$ cat config.mk
export PLATFORM = sky130hd
export DESIGN_NAME = angle_weight_seq
export DESIGN_NICKNAME = d
export VERILOG_FILES = /design/src/rtl/angle_weight_seq.sv
export SDC_FILE = /design/constraint.sdc
export NUM_CORES = 1
export LEC_CHECK = 0
export CAP_MARGIN = 10
export CELL_PAD_IN_SITES_DETAIL_PLACEMENT = 1
export CELL_PAD_IN_SITES_GLOBAL_PLACEMENT = 1
export CORE_ASPECT_RATIO = 2
export CORE_MARGIN = 5
export CORE_UTILIZATION = 30
export CTS_CLUSTER_SIZE = 20
export DETAILED_ROUTE_END_ITERATION = 12
export HOLD_SLACK_MARGIN = 0.15
export PLACE_DENSITY_LB_ADDON = 0.1
export SLEW_MARGIN = 0
export SYNTH_ARGS = -nofsm -noshare
export SYNTH_HDL_FRONTEND = slang
export SYNTH_SLANG_ARGS = --single-unit
$ cat constraint.sdc
create_clock -name CLK -period 11.7 [get_ports CLK]
set_input_delay 1.755 -clock CLK [delete_from_list [all_inputs] [get_ports CLK]]
set_output_delay 1.755 -clock CLK [all_outputs]
set_load 0.05 [all_outputs]
$ cat src/rtl/angle_weight_seq.sv
// Angular intra-prediction sample sequencer: per-sample weights and reference indices
// from a running (k+1)*angle accumulator. Optional stall counter: ANGLE_SEQ_STALL_CNT_EN.
module angle_weight_seq #(
  parameter int ACC_W = 13,
  parameter int IDX_W = 9
) (
  input  logic                    CLK,
  input  logic                    RST,
  input  logic                    START,
  input  logic [2:0]              PU,
  input  logic signed [6:0]       ANGLE,
  input  logic                    IS_HOR,
  output logic                    BUSY,
  output logic                    OUT_VALID,
  input  logic                    OUT_READY,
  output logic [5:0]              X,
  output logic [5:0]              Y,
  output logic [7:0]              WEIGHT1,
  output logic [7:0]              WEIGHT2,
  output logic signed [IDX_W-1:0] REF_IDX1,
  output logic signed [IDX_W-1:0] REF_IDX2,
  output logic                    ANGLE_OR_PLANAR,
  output logic                    LAST,
`ifdef ANGLE_SEQ_STALL_CNT_EN
  output logic [15:0]             STALL_CNT,
`endif
  output logic                    DONE
);

  // ANGLE spans -32..+32 inclusive, so it is carried as a 7-bit signed value.
  typedef enum logic {S_IDLE, S_RUN} state_t;

  localparam logic signed [ACC_W-1:0] ACC_ONE = ACC_W'(1);
  localparam logic signed [ACC_W-1:0] ACC_TWO = ACC_W'(2);

  state_t                   state_q, state_d;
  logic [5:0]               nt_m1_q, nt_m1_d;
  logic signed [6:0]        angle_q, angle_d;
  logic                     is_hor_q, is_hor_d;
  logic [5:0]               outer_q, outer_d;
  logic [5:0]               inner_q, inner_d;
  logic signed [ACC_W-1:0]  acc_q, acc_d;
  logic                     valid_q, valid_d;
  logic                     done_q, done_d;
  logic [5:0]               x_q, x_d, y_q, y_d;
  logic [7:0]               w1_q, w1_d, w2_q, w2_d;
  logic signed [IDX_W-1:0]  ref1_q, ref1_d, ref2_q, ref2_d;
  logic                     last_q, last_d;

  logic                     load_desc, clear_desc;
  logic [5:0]               pu_nt_m1;
  logic signed [ACC_W-1:0]  angle_ext_in, angle_ext_q;
  logic signed [ACC_W-1:0]  i_idx, m_ext, ref1_full, ref2_full;
  logic [4:0]               i_fact;

  always_comb begin
    case (PU)
      3'd0:    pu_nt_m1 = 6'd3;
      3'd1:    pu_nt_m1 = 6'd7;
      3'd2:    pu_nt_m1 = 6'd15;
      3'd3:    pu_nt_m1 = 6'd31;
      default: pu_nt_m1 = 6'd63;
    endcase
  end

  assign angle_ext_in = {{(ACC_W-7){ANGLE[6]}}, ANGLE};
  assign angle_ext_q  = {{(ACC_W-7){angle_q[6]}}, angle_q};

  always_comb begin
    state_d    = state_q;
    nt_m1_d    = nt_m1_q;
    angle_d    = angle_q;
    is_hor_d   = is_hor_q;
    outer_d    = outer_q;
    inner_d    = inner_q;
    acc_d      = acc_q;
    valid_d    = valid_q;
    done_d     = 1'b0;
    load_desc  = 1'b0;
    clear_desc = 1'b0;
    case (state_q)
      S_IDLE: begin
        valid_d = 1'b0;
        if (START) begin
          state_d   = S_RUN;
          nt_m1_d   = pu_nt_m1;
          angle_d   = ANGLE;
          is_hor_d  = IS_HOR;
          outer_d   = 6'd0;
          inner_d   = 6'd0;
          acc_d     = angle_ext_in;
          valid_d   = 1'b1;
          load_desc = 1'b1;
        end
      end
      S_RUN: begin
        if (valid_q && OUT_READY) begin
          if (last_q) begin
            state_d    = S_IDLE;
            valid_d    = 1'b0;
            done_d     = 1'b1;
            clear_desc = 1'b1;
          end else begin
            load_desc = 1'b1;
            if (inner_q < nt_m1_q) begin
              inner_d = inner_q + 6'd1;
            end else begin
              inner_d = 6'd0;
              outer_d = outer_q + 6'd1;
              acc_d   = acc_q + angle_ext_q;
            end
          end
        end
      end
      default: state_d = S_IDLE;
    endcase
  end

  // Descriptor for the sample that becomes current next cycle; m is always the inner index.
  assign i_idx     = acc_d >>> 5;
  assign i_fact    = acc_d[4:0];
  assign m_ext     = {{(ACC_W-6){1'b0}}, inner_d};
  assign ref1_full = m_ext + i_idx + ACC_ONE;
  assign ref2_full = m_ext + i_idx + ACC_TWO;

  always_comb begin
    x_d    = x_q;
    y_d    = y_q;
    w1_d   = w1_q;
    w2_d   = w2_q;
    ref1_d = ref1_q;
    ref2_d = ref2_q;
    last_d = last_q;
    if (load_desc) begin
      x_d    = is_hor_d ? outer_d : inner_d;
      y_d    = is_hor_d ? inner_d : outer_d;
      w1_d   = 8'd32 - {3'b000, i_fact};
      w2_d   = {3'b000, i_fact};
      ref1_d = ref1_full[IDX_W-1:0];
      ref2_d = ref2_full[IDX_W-1:0];
      last_d = (outer_d == nt_m1_d) && (inner_d == nt_m1_d);
    end else if (clear_desc) begin
      x_d    = 6'd0;
      y_d    = 6'd0;
      w1_d   = 8'd0;
      w2_d   = 8'd0;
      ref1_d = '0;
      ref2_d = '0;
      last_d = 1'b0;
    end
  end

  always_ff @(posedge CLK or posedge RST) begin
    if (RST) begin
      state_q  <= S_IDLE;
      nt_m1_q  <= 6'd0;
      angle_q  <= 7'sd0;
      is_hor_q <= 1'b0;
      outer_q  <= 6'd0;
      inner_q  <= 6'd0;
      acc_q    <= '0;
      valid_q  <= 1'b0;
      done_q   <= 1'b0;
      x_q      <= 6'd0;
      y_q      <= 6'd0;
      w1_q     <= 8'd0;
      w2_q     <= 8'd0;
      ref1_q   <= '0;
      ref2_q   <= '0;
      last_q   <= 1'b0;
    end else begin
      state_q  <= state_d;
      nt_m1_q  <= nt_m1_d;
      angle_q  <= angle_d;
      is_hor_q <= is_hor_d;
      outer_q  <= outer_d;
      inner_q  <= inner_d;
      acc_q    <= acc_d;
      valid_q  <= valid_d;
      done_q   <= done_d;
      x_q      <= x_d;
      y_q      <= y_d;
      w1_q     <= w1_d;
      w2_q     <= w2_d;
      ref1_q   <= ref1_d;
      ref2_q   <= ref2_d;
      last_q   <= last_d;
    end
  end

`ifdef ANGLE_SEQ_STALL_CNT_EN
  logic [15:0] stall_cnt_q;

  always_ff @(posedge CLK or posedge RST) begin
    if (RST) begin
      stall_cnt_q <= 16'd0;
    end else if (state_q == S_IDLE && START) begin
      stall_cnt_q <= 16'd0;
    end else if (valid_q && !OUT_READY && stall_cnt_q != 16'hFFFF) begin
      stall_cnt_q <= stall_cnt_q + 16'd1;
    end
  end

  assign STALL_CNT = stall_cnt_q;
`endif

  assign BUSY            = (state_q == S_RUN);
  assign OUT_VALID       = valid_q;
  assign ANGLE_OR_PLANAR = valid_q;
  assign DONE            = done_q;
  assign X               = x_q;
  assign Y               = y_q;
  assign WEIGHT1         = w1_q;
  assign WEIGHT2         = w2_q;
  assign REF_IDX1        = ref1_q;
  assign REF_IDX2        = ref2_q;
  assign LAST            = last_q;

endmodule
==> Yosys cells after proc, flatten, opt, wreduce, memory -nomap -nowiden <==
Index checks and enable logic that the tools add are counted.
{ "word_totals": {"regBits": 89, "input_bits": 15, "elab_cells": 83} }
{ "op_classes": {"add_sub_neg": 7, "n_lt_le_gt_ge": 1, "eq_ne": 7, "mux": 45, "bitwise_logic": 1, "n_reduce_logical": 6} }
{ "op_table": {"columns": ["op", "n"], "rows": [
  ["6-bit 2-to-1 mux", 15],
  ["13-bit 2-to-1 mux", 4],
  ["9-bit 2-to-1 mux", 3],
  ["13-bit one-hot mux with 2 select lines", 1],
  ["8-bit 2-to-1 mux", 3],
  ["6-bit one-hot mux with 2 select lines", 2],
  ["6-bit one-hot mux with 4 select lines", 1],
  ["13-bit by 7-bit adder with 13-bit output", 1],
  ["1-bit 2-to-1 mux", 13],
  ["6-bit by 1-bit adder with 6-bit output, second input constant", 2],
  ["6-bit equality test", 2],
  ["7-bit by 8-bit adder with 9-bit output", 1],
  ["9-bit by 2-bit adder with 9-bit output, second input constant", 1],
  ["9-bit by 3-bit adder with 9-bit output, second input constant", 1],
  ["6-bit by 5-bit subtractor with 7-bit output, first input constant", 1],
  ["3-bit by 2-bit equality test with 1-bit output, second input constant", 2],
  ["6-bit less-than comparator", 1],
  ["1-bit one-hot mux with 2 select lines", 3],
  ["2-bit by 1-bit != test with 1-bit output, second input constant", 2],
  ["2-bit AND reduction", 2],
  ["3-bit by 1-bit equality test with 1-bit output, second input constant", 1],
  ["3-bit logical NOT", 1],
  ["1-bit logical AND", 2],
  ["2-bit nonzero test", 1],
  ["1-bit NOT", 1]
]} }

==> Longest topological paths before layout <==
Gate-level depths: netlist of run 1.
{ "depth": {"ltp_word": 8, "ltp_mapped": 21, "ltp_nobuf": 21} }

==> Worst setup path before layout of run 1 <==
OpenSTA, ideal clock, no wires.
{ "synth_path": {"path_kind": "input to register", "start": "in START", "end": "reg ref1_q[7] (netlist: REF_IDX1[7])", "arrival_time_ns": 5.045, "slack_ns": 6.526, "cell_stages": 19, "n_path_buf": 4, "path_cell_list": "nand2b_1 clkbuf_1 clkbuf_1 clkbuf_1 buf_1 o22ai_1 nor2_1 ha_1 inv_1 fa_1 inv_1 a21oi_1 o21bai_1 xor2_1 nand3_1 nor2_1 nand3_1 xnor2_1 o21ai_1"} }
{ "synth_between": {"elab_chain_len": 5, "elab_cells_between_ends": 10, "cone_classes": "add/sub: 2; mux: 7; reduce/logical: 1"} }
{ "synth_lines": {"columns": ["element", "line", "text"], "rows": [
  ["start: declaration", "9", "input logic START,"],
  ["13-bit 2-to-1 mux", "84", "if (START) begin"],
  ["13-bit one-hot mux with 2 select lines", "81", "case (state_q)"],
  ["net acc_d[5]", "42", "logic signed [ACC_W-1:0] acc_q, acc_d;"],
  ["7-bit by 8-bit adder with 9-bit output", "123", "assign ref1_full = m_ext + i_idx + ACC_ONE;"],
  ["9-bit by 2-bit adder with 9-bit output", "123", null],
  ["9-bit 2-to-1 mux", "134", "if (load_desc) begin"],
  ["end signal: assignment", "185", "ref1_q <= ref1_d;"],
  ["end: declaration", "47", "logic signed [IDX_W-1:0] ref1_q, ref1_d, ref2_q, ref2_d;"]
]} }
The timed path passes the listed nets, and every way through them passes these cells.
A chain may end at the register's enable or synchronous reset.

==> Final worst setup path of run 1 <==
{ "layout_path": {"start": "in START", "end": "reg ref1_q[7] (netlist: REF_IDX1[7])"} }
{ "layout_between": {"elab_chain_len": 5, "elab_cells_between_ends": 10, "cone_classes": "add/sub: 2; mux: 7; reduce/logical: 1"} }
{ "layout_lines": {"columns": ["element", "line", "text"], "rows": [
  ["6-bit 2-to-1 mux", "84", null],
  ["6-bit one-hot mux with 2 select lines", "81", null],
  ["net inner_d[1]", "41", "logic [5:0] inner_q, inner_d;"],
  ["7-bit by 8-bit adder with 9-bit output", "123", null],
  ["9-bit by 2-bit adder with 9-bit output", "123", null],
  ["9-bit 2-to-1 mux", "134", null]
]} }
The timed path passes the listed nets, and every way through them passes these cells.

==> results.yml, run 1 <==
floorplanning:
  die_h_um: 189
  dieArea_um2: 18800
  ios: 66
  rows: 65
  core_area_um2: 15800
  die_w_um: 99.4
  start_util_pct: 30.4
critical_path:
  arrival_ns: 6.04
  crit_type: "input pin to flip-flop"
  slowest_delay_ns: 0.61
  path_common_cell: "nand3_1"
  worstPathMaxFanout: 41
  crit_required_ns: 11.93
  crit_path_start_kind: "input pin"
  critPathSlowestCell: "clkdlybuf4s50_1"
  path_delay_family: "buffers and inverters"
  crit_path_end_kind: "flip-flop"
  path_buf_inv: 4
  cp_cell_sequence: "clkdlybuf4s50_1 -> nand2b_2 -> buf_4 -> nand3_1 -> o21ai_0 -> inv_1 -> fa_1 -> inv_1 -> a21oi_1 -> o21bai_1 -> xor2_1 -> nand3_1 -> nor2_1 -> nand3_1 -> xnor2_1 -> o21ai_1"
drt:
  route.met3.wl_um: 465
  highest_layer: "met4"
  drt_iter0_markers: 120
  ant_nets: 0
  vias: 4000
  drc_errors: 0
  wl_per_cell_um: 19.1
  met2WireLength_um: 8050
  drt-total-wl_um: 14900
  wl_met1_um: 5800
  vias_per_cell: 5.15
  firstDrtPassIters: 4
sta:
  rsz0062_at_grt: "no"
  setup_viol: 0
  finalHoldViolCount: 0
  slew_viol_final: 0
  finalCriticalPeriod_ns: 5.82
  fin_skew_ns: 0.00525
  worstMarginPinSlew_ns: 0.725
  maxSlewHeadroom_pct: 51.6
  post-route-period-util_pct: 49.7
  fmax_mhz: 172
  setup_tns_ns: 0
  fin_ws_ns: 5.88
place:
  preCtsSetupSlack_ns: 5.07
  portBuffers: 60
  dp.cells: 760
  gp_congestion: 0.816
  placed_area_um2: 5580
  dp.final_hpwl_um: 11300
clock_tree:
  cts_hold_buf: 0
  cts_tree: "built"
  cts_setup_buffers: 0
  clock-root-buffer: "clkbuf_16"
  cts_resized: 0
  cts.sinks: 83
  clkTransAtPathRegs_ns: 0.06
  insertion_delay_ns: 0.34
  htree_levels: 3
  clock_tree.buffer_depth: 2
  cts_buffers: 9
cells_and_area:
  area_growth_pct: 23.6
  drive_above_1_share_pct: 6.94
  final_cells: 777
  post-route-util_pct: 37.6
  n_antenna_cell: 0
  fin_area_um2: 5930
  nets: 616
hold_path:
  hold_path_class: "flip-flop to flip-flop"
global_route:
  antenna_found_initial: 0
  grt-ovfl-total: 0
  grt_pass1_wl_um: 24300
  grt_max_degree: 53
  grt_pass1_vias: 4531
  grt_usage_pct: 16.6
power_and_ir_drop:
  power_leakage_nw: 2.71
  ir_drop_v: 0.000193
  powerDensity_nw_per_um2: 288
logic_synthesis:
  yosysWarningCount: 0
  synth-seq-cells: 83
  yosysSeqAreaShare_pct: 43.3
  synth_cell_types: 60
  synthFlopType: "dfrtp_1"
  syn-cell-area_um2: 4800
  synth-async-reset-ratio_pct: 100
  synth_edf_count: 0
  syn_avg_cell_area_um2: 9.30
  syn_inst: 516
run:
  drv_cap: 0
outcome:
  status: "complete, no violations"
[stage by stage]
| stage | power [mW] | hold slack (ns) |
|---|---|---|
| 4_1_cts | 1.74 | 0.492 |
| 3_5_place_dp | 1.39 | 0.477 |
| 2_1_floorplan | 1.11 | 0.452 |
| 5_1_grt | 1.84 | 0.504 |
| 6_report | 1.71 | 0.485 |
| 3_3_place_gp | 1.38 | 0.465 |
[cell usage after synthesis (all sizes together) (3+ instances only)]
cell / n / area share, %
a21o: 13 / 2.1
nand4: 7 / 1.2
xor2: 15 / 2.9
a31oi: 4 / 0.83
nand2: 58 / 4.5
ha: 28 / 7.3
nor2b: 5 / 0.65
clkbuf: 13 / 1.0
a211oi: 5 / 0.89
and2: 4 / 0.55
xnor2: 18 / 3.3
o21ai: 56 / 5.9
o31a: 3 / 0.55
inv: 26 / 2.0
buf: 13 / 1.7
nor2: 36 / 2.9
a32o: 8 / 1.7
mux2i: 10 / 2.1
nor3: 7 / 0.73
a21oi: 27 / 2.8
o22ai: 3 / 0.39
nand3: 39 / 4.1
or3: 3 / 0.50
dfrtp: 83 / 43
o21bai: 3 / 0.70
nand2b: 6 / 0.78
[sequential cells by signal, indices dropped and copies added, names as in the netlist, 4 cells and up]
register	cells
acc_q	13
REF_IDX1	9
REF_IDX2	9
angle_q	7
WEIGHT1	6
X	6
Y	6
inner_q	6
nt_m1_q	6
outer_q	6
WEIGHT2	4
[area by class of cell]
type	count	area [µm²]
Fill cell	1805	9850
Multi-Input combinational cell	385	2510
Sequential cell	83	2080
Timing Repair Buffer	66	649
Tap cell	201	251
Clock buffer	9	225
Clock inverter	7	116
Inverter	26	98.8
[metal layers]
| layer | GRT usage [%] | vias to the layer above |
|---|---|---|
| met4 | 7.57 | 0 |
| li1 | - | 1907 |
| met2 | 30.6 | 74 |
| met5 | 0 | - |
| met1 | 18.1 | 1998 |
| met3 | 2.77 | 21 |
[cells by family after synthesis]
| logic type | share of synthesized area, % |
|---|---|
| buffers and inverters | 4.75 |
| multiplexers | 2.09 |
| other | 0.0782 |
| adder cells (fa/ha/maj) | 8.14 |
| flip-flops | 43.3 |
| AND/OR/NAND/NOR | 17.1 |
| AO/OA/AOI/OAI | 18.4 |
| XOR/XNOR | 6.18 |
[path summary, 6_finish.rpt]
check	start	endpoint	slack [ns]	cells after the start
max in group asynchronous	RST	angle_q[6]	8.80	3
setup / recovery	START	REF_IDX1[7]	5.88	16
hold / removal	angle_q[2]	angle_q[2]	0.49	1
hold reg to reg	angle_q[2]	angle_q[2]	0.49	1
min in group asynchronous	RST	Y[3]	1.78	2
setup reg to reg	BUSY	REF_IDX1[7]	7.01	19
[worst reg2reg max path, stage by stage (launching register included)]
cell and delay (ns):
dfrtp_1 0.80, nand3_1 0.16, buf_4 0.29, nor2_2 0.26, nand2_1 0.34, nand2_1 0.24
nor2_1 0.06, nor2_1 0.23, ha_1 0.22, inv_1 0.06, fa_1 0.40, inv_1 0.08
a21oi_1 0.06, o21bai_1 0.20, xor2_1 0.41, nand3_1 0.21, nor2_1 0.19, nand3_1 0.12
xnor2_1 0.18, o21ai_1 0.08
[where the power goes]
| part | switching (mW) | internal [mW] |
|---|---|---|
| Sequential | 0.0639 | 0.377 |
| Clock | 0.121 | 0.208 |
| Combinational | 0.596 | 0.344 |
[cell usage in the layout (no fill, tap or decap), drive strengths merged, types with 6 or more instances in the layout]
cell type and instances:
a32o 8, inv 25, nor3 7, nand2b 6
nand2 58, clkdlybuf4s50 60, buf 6, xor2 15
o21ai 56, xnor2 18, clkbuf 9, ha 28
dfrtp 83, nand4 7, nor2 36, mux2i 10
a21o 13, nand3 39, a21oi 27
No activity file was read; power rests on OpenSTA's default activity.
==> inputs of run 2 (changes only) <==
==> constraint.sdc (replaced) <==
create_clock -name CLK -period 5.6 [get_ports CLK]
set_input_delay 0.84 -clock CLK [delete_from_list [all_inputs] [get_ports CLK]]
set_output_delay 0.84 -clock CLK [all_outputs]
set_load 0.05 [all_outputs]
==> run 2 against run 1 <==
Effect of this change: combinational power increased by 110%; sequential share of layout area increased by 0.089 points; cell count increased by 0.64%; routed wire length decreased by 0.66%; power increased by 110%; flip-flop and latch count unchanged; setup slack got worse by 4.6 ns; register-to-register slack got worse by 5.7 ns; non-clock buffer count increased by 5; clock-buffer cell count increased by 1; via count increased by 0.27%; highest routed layer unchanged.
==> results.yml, run 2 (same netlist as run 1, synthesis figures left out) <==
outcome:
  status: "complete, no violations"
floorplanning:
  core_area_um2: 15800
  start_util_pct: 30.4
  rows: 65
  dieArea_um2: 18800
  die_w_um: 99.4
  ios: 66
  die_h_um: 189
clock_tree:
  clkTransAtPathRegs_ns: 0.06
  htree_levels: 3
  cts_hold_buf: 0
  cts.sinks: 83
  cts_tree: "built"
  clock-root-buffer: "clkbuf_16"
  cts_resized: 0
  cts_buffers: 9
  cts_setup_buffers: 0
  insertion_delay_ns: 0.34
  clock_tree.buffer_depth: 2
drt:
  ant_nets: 0
  drc_errors: 0
  vias: 4011
  firstDrtPassIters: 4
  drt-total-wl_um: 14800
  wl_per_cell_um: 18.9
  drt_iter0_markers: 107
  vias_per_cell: 5.13
power_and_ir_drop:
  netSwitchingPower_mw: 1.65
  power_leakage_nw: 2.71
  intPower_mw: 1.87
  swShare_pct: 46.9
  ir_drop_v: 0.000316
  p_seq_share_pct: 26.3
  powerDensity_nw_per_um2: 595
  combPwrFrac_pct: 56.7
  p_clk_share_pct: 17.0
sta:
  fin_skew_ns: 0.0106
  setup_viol: 0
  slew_viol_final: 0
  worstMarginPinSlew_ns: 0.788
  fmax_mhz: 230
  rsz0062_at_grt: "no"
  setup_tns_ns: 0
  finalHoldViolCount: 0
  finalCriticalPeriod_ns: 4.34
  maxSlewHeadroom_pct: 47.5
  post-route-period-util_pct: 77.5
global_route:
  grt_usage_pct: 16.4
  grt-ovfl-total: 0
  grt_pass1_wl_um: 24000
  antenna_found_initial: 0
  grt_pass1_vias: 4481
  grt_max_degree: 60
cells_and_area:
  area_growth_pct: 23.3
  final_cells: 782
  nets: 621
  largest-register: "acc_q"
  drive_above_1_share_pct: 7.57
  n_antenna_cell: 0
  final_cell_mix: "83 x dfrtp_1, 60 x clkdlybuf4s50_1, 58 x nand2_1"
  final_common_cell: "dfrtp_1"
  nFillCells: 1831
  largest_reg_flops: 13
critical_path:
  crit_required_ns: 5.82
  crit_path_start_kind: "input pin"
  crit_path_end_kind: "flip-flop"
  worstPathMaxFanout: 9
  r2r-start: "acc_q[0]"
  reg2reg_slack_ns: 1.30
  reg2reg_depth: 20
  r2r-end: "REF_IDX1[7]"
  crit_type: "input pin to flip-flop"
  arrival_ns: 4.56
hold_path:
  hp-start: "REF_IDX2[8]"
  hold_path_class: "flip-flop to flip-flop"
  holdPathEnd: "REF_IDX2[8]"
  holdPathStages: 2
place:
  portBuffers: 60
  dp.final_hpwl_um: 11400
  gp_congestion: 0.771
  dp.cells: 766
run:
  drv_cap: 0
[run 2: cell type report]
cell class                 instances  area (µm²)  area share (%)
timing repair buffer              71         683            11.5
clock inverter                     6        63.8            1.08
clock buffer                      10         229            3.87
tap                              201         251            4.25
inverter                          26        98.8            1.67
multi-input combinational        385        2510            42.5
sequential                        83        2080            35.1
[run 2: metrics by stage]
step	total power [mW]	hold WS [ns]	util, %	worst slack [ns]	area (µm²)
5_1_grt	3.77	0.512	37.5	0.826	5920
2_1_floorplan	2.32	0.452	-	1.34	4810
6_report	3.52	0.489	37.5	1.26	5920
3_3_place_gp	2.93	0.467	35.6	0.960	5620
3_5_place_dp	2.95	0.477	35.6	0.880	5620
4_1_cts	3.58	0.491	37.5	1.22	5920
[run 2: worst max path at each step]
| stage | from | endpoint | slack [ns] | depth (start not counted) |
|---|---|---|---|---|
| after global routing | BUSY | REF_IDX1[7] | 0.83 | 18 |
| after CTS | OUT_READY | REF_IDX1[7] | 1.22 | 19 |
| after detailed placement | OUT_READY | REF_IDX1[7] | 0.88 | 19 |
| after floorplan | START | REF_IDX1[7] | 1.34 | 19 |
| final | OUT_READY | REF_IDX1[7] | 1.26 | 19 |
| after global placement | OUT_READY | REF_IDX2[7] | 0.96 | 18 |
[run 2: power groups by stage]
stage	Clock (mW)	Sequential, mW	Combinational (mW)
floorplan	0	1.29	1.02
global placement	0	0.935	2.00
detailed placement	0	0.938	2.01
CTS	0.614	0.933	2.03
global route	0.640	0.955	2.18
finish	0.598	0.926	2.00
[run 2: worst max-delay path, cell delays in order]
cell and delay, ns:
clkdlybuf4s50_1 0.49, nand3_1 0.13, nor2_2 0.26, nand2_1 0.26, nand2_1 0.18, nor2_1 0.05
nor2_1 0.18, ha_1 0.20, inv_1 0.05, fa_1 0.40, inv_1 0.07, a21oi_1 0.07
o21bai_1 0.20, xor2_1 0.40, nand3_1 0.20, nor2_1 0.19, nand3_1 0.11, xnor2_1 0.19
o21ai_1 0.07
[run 2: per-layer routing]
layer,part of all wire (%),global-route usage [%]
met5,0,0
met4,2.0,5.47
met3,2.3,2.40
met2,56,31.3
met1,40,18.0
==> inputs of run 3 (changes only) <==
==> constraint.sdc (replaced) <==
create_clock -name CLK -period 4.5 [get_ports CLK]
set_input_delay 0.675 -clock CLK [delete_from_list [all_inputs] [get_ports CLK]]
set_output_delay 0.675 -clock CLK [all_outputs]
set_load 0.05 [all_outputs]
==> run 3 against run 2 <==
Effect of this change: die area unchanged; register-to-register slack got worse by 0.91 ns; critical path depth increased by 1.
==> results.yml, run 3 (same netlist as run 1, synthesis figures left out) <==
critical_path:
  crit_path_end_kind: "flip-flop"
  crit_path_end: "REF_IDX2[8]"
  slowest_delay_ns: 0.41
  cp_cell_sequence: "ha_1 -> inv_1 -> fa_1 -> and2b_1 -> o21bai_4 -> a21oi_1 -> o21ai_0 -> nand2b_1 -> xnor2_1 -> a21oi_1 -> ha_1 -> inv_1 -> o21bai_1 -> a21oi_1 -> xnor2_2 -> nand3_1 -> nor2_1 -> nand2_1 -> nor2_1 -> o21ai_0"
  path_depth: 20
  r2r-start: "acc_q[0]"
  crit_type: "flip-flop to flip-flop"
  path_common_cell: "a21oi_1"
  crit_path_start_kind: "flip-flop"
  r2r-end: "REF_IDX2[8]"
  crit_required_ns: 4.72
  reg2reg_depth: 20
  startpoint: "acc_q[0]"
  reg2reg_slack_ns: 0.39
  arrival_ns: 4.33
  worstPathMaxFanout: 6
  critPathSlowestCell: "fa_1"
  path_buf_inv: 2
  path_delay_family: "compound AO/OA/AOI/OAI gates"
clock_tree:
  clock_tree.buffer_depth: 2
  cts_buffers: 9
  clkTransAtPathRegs_ns: 0.07
  htree_levels: 3
  cts.sinks: 83
  insertion_delay_ns: 0.35
  clock-root-buffer: "clkbuf_16"
  cts_tree: "built"
  cts_hold_buf: 0
run:
  drv_cap: 0
sta:
  fin_skew_ns: 0.00943
  fmax_mhz: 243
  rsz0062_at_grt: "no"
  fin_ws_ns: 0.387
  setup_viol: 0
  slew_viol_final: 0
  maxSlewHeadroom_pct: 29.7
  finalCriticalPeriod_ns: 4.11
  worstMarginPinSlew_ns: 1.05
  finalHoldViolCount: 0
  setup_tns_ns: 0
  post-route-period-util_pct: 91.4
floorplanning:
  die_h_um: 189
  die_w_um: 99.4
  start_util_pct: 30.4
  rows: 65
  ios: 66
  dieArea_um2: 18800
  core_area_um2: 15800
cells_and_area:
  area_growth_pct: 24.7
  n_antenna_cell: 0
  post-route-util_pct: 37.9
  largest-register: "acc_q"
  final_cell_mix: "83 x dfrtp_1, 60 x clkdlybuf4s50_1, 58 x nand2_1"
  drive_above_1_share_pct: 9.34
  final_common_cell: "dfrtp_1"
  largest_reg_flops: 13
  seqCellArea_um2: 2080
  nets: 629
  multi_input_area_um2: 2530
  nFillCells: 1852
power_and_ir_drop:
  powerDensity_nw_per_um2: 736
  ir_drop_v: 0.000436
  power_leakage_nw: 2.75
global_route:
  grt_max_degree: 60
  grt_usage_pct: 16.7
  grt_pass1_wl_um: 24500
  grt-ovfl-total: 0
  grt_pass1_vias: 4626
  antenna_found_initial: 0
drt:
  vias_per_cell: 5.11
  drt_iter0_markers: 63
  firstDrtPassIters: 4
  vias: 4037
  drt-total-wl_um: 15000
  wl_per_cell_um: 18.9
  ant_nets: 0
  drc_errors: 0
place:
  gp_congestion: 0.783
  portBuffers: 60
  preCtsSetupSlack_ns: 0.0706
  dp.final_hpwl_um: 11600
hold_path:
  hold_path_class: "flip-flop to flip-flop"
outcome:
  status: "complete, no violations"
run 3: cell types whose count changed in the layout (fill, tap and decap cells not counted), sizes merged:
cell and change:
inv +2, bufinv -1, buf +8, clkinvlp -1
run 3: power by group:
part	internal, mW	switching, mW	leakage (nW)	total (mW)
Combinational	0.945	1.58	1.58	2.53
Clock	0.395	0.331	0.140	0.727
Sequential	0.980	0.171	1.03	1.15
Total	2.32	2.08	2.75	4.40
run 3: through the flow:
stage                     instance area (µm²)  std cells  hold slack, ns  total power, mW
after floorplan                          4810        520           0.452             2.88
after global placement                   5680        774           0.466             3.66
after detailed placement                 5680        774           0.474             3.69
after CTS                                5970        790           0.491             4.47
after global routing                     5990        790           0.514             4.72
final                                    5990        790           0.486             4.40
run 3: cell type report:
class / instances / area share [%]
Clock buffer: 10 / 3.99
Clock inverter: 6 / 0.794
Inverter: 26 / 1.65
Multi-Input combinational cell: 385 / 42.2
Sequential cell: 83 / 34.7
Tap cell: 201 / 4.20
Timing Repair Buffer: 79 / 12.4
run 3: what timing repair did:
action | in CTS | in global routing
hold endpoints to repair | 0 | 0
resized for setup | 0 | 3
setup endpoints to repair | 0 | 6
setup buffers | 0 | 0
run 3: metal layers:
layer  share of wire [%]  GRT usage (%)
met5                   0              0
met4                 2.6           6.58
met3                 2.9           2.99
met2                  55           31.6
met1                  39           17.9
run 3: how the worst min path moves through the flow:
stage	slack [ns]	end	startpoint	depth (start not counted)
final	0.49	angle_q[0]	angle_q[0]	2
after detailed placement	0.47	angle_q[0]	angle_q[0]	2
after floorplan	0.45	angle_q[0]	angle_q[0]	2
after global placement	0.47	angle_q[2]	angle_q[2]	1
after CTS	0.49	angle_q[0]	angle_q[0]	2
after global routing	0.51	angle_q[0]	angle_q[0]	2
run 3: worst min-delay path: stages (launching register included):
cell     delay (ns)
dfrtp_1        0.35
nand2_1        0.05
nand2_1        0.06
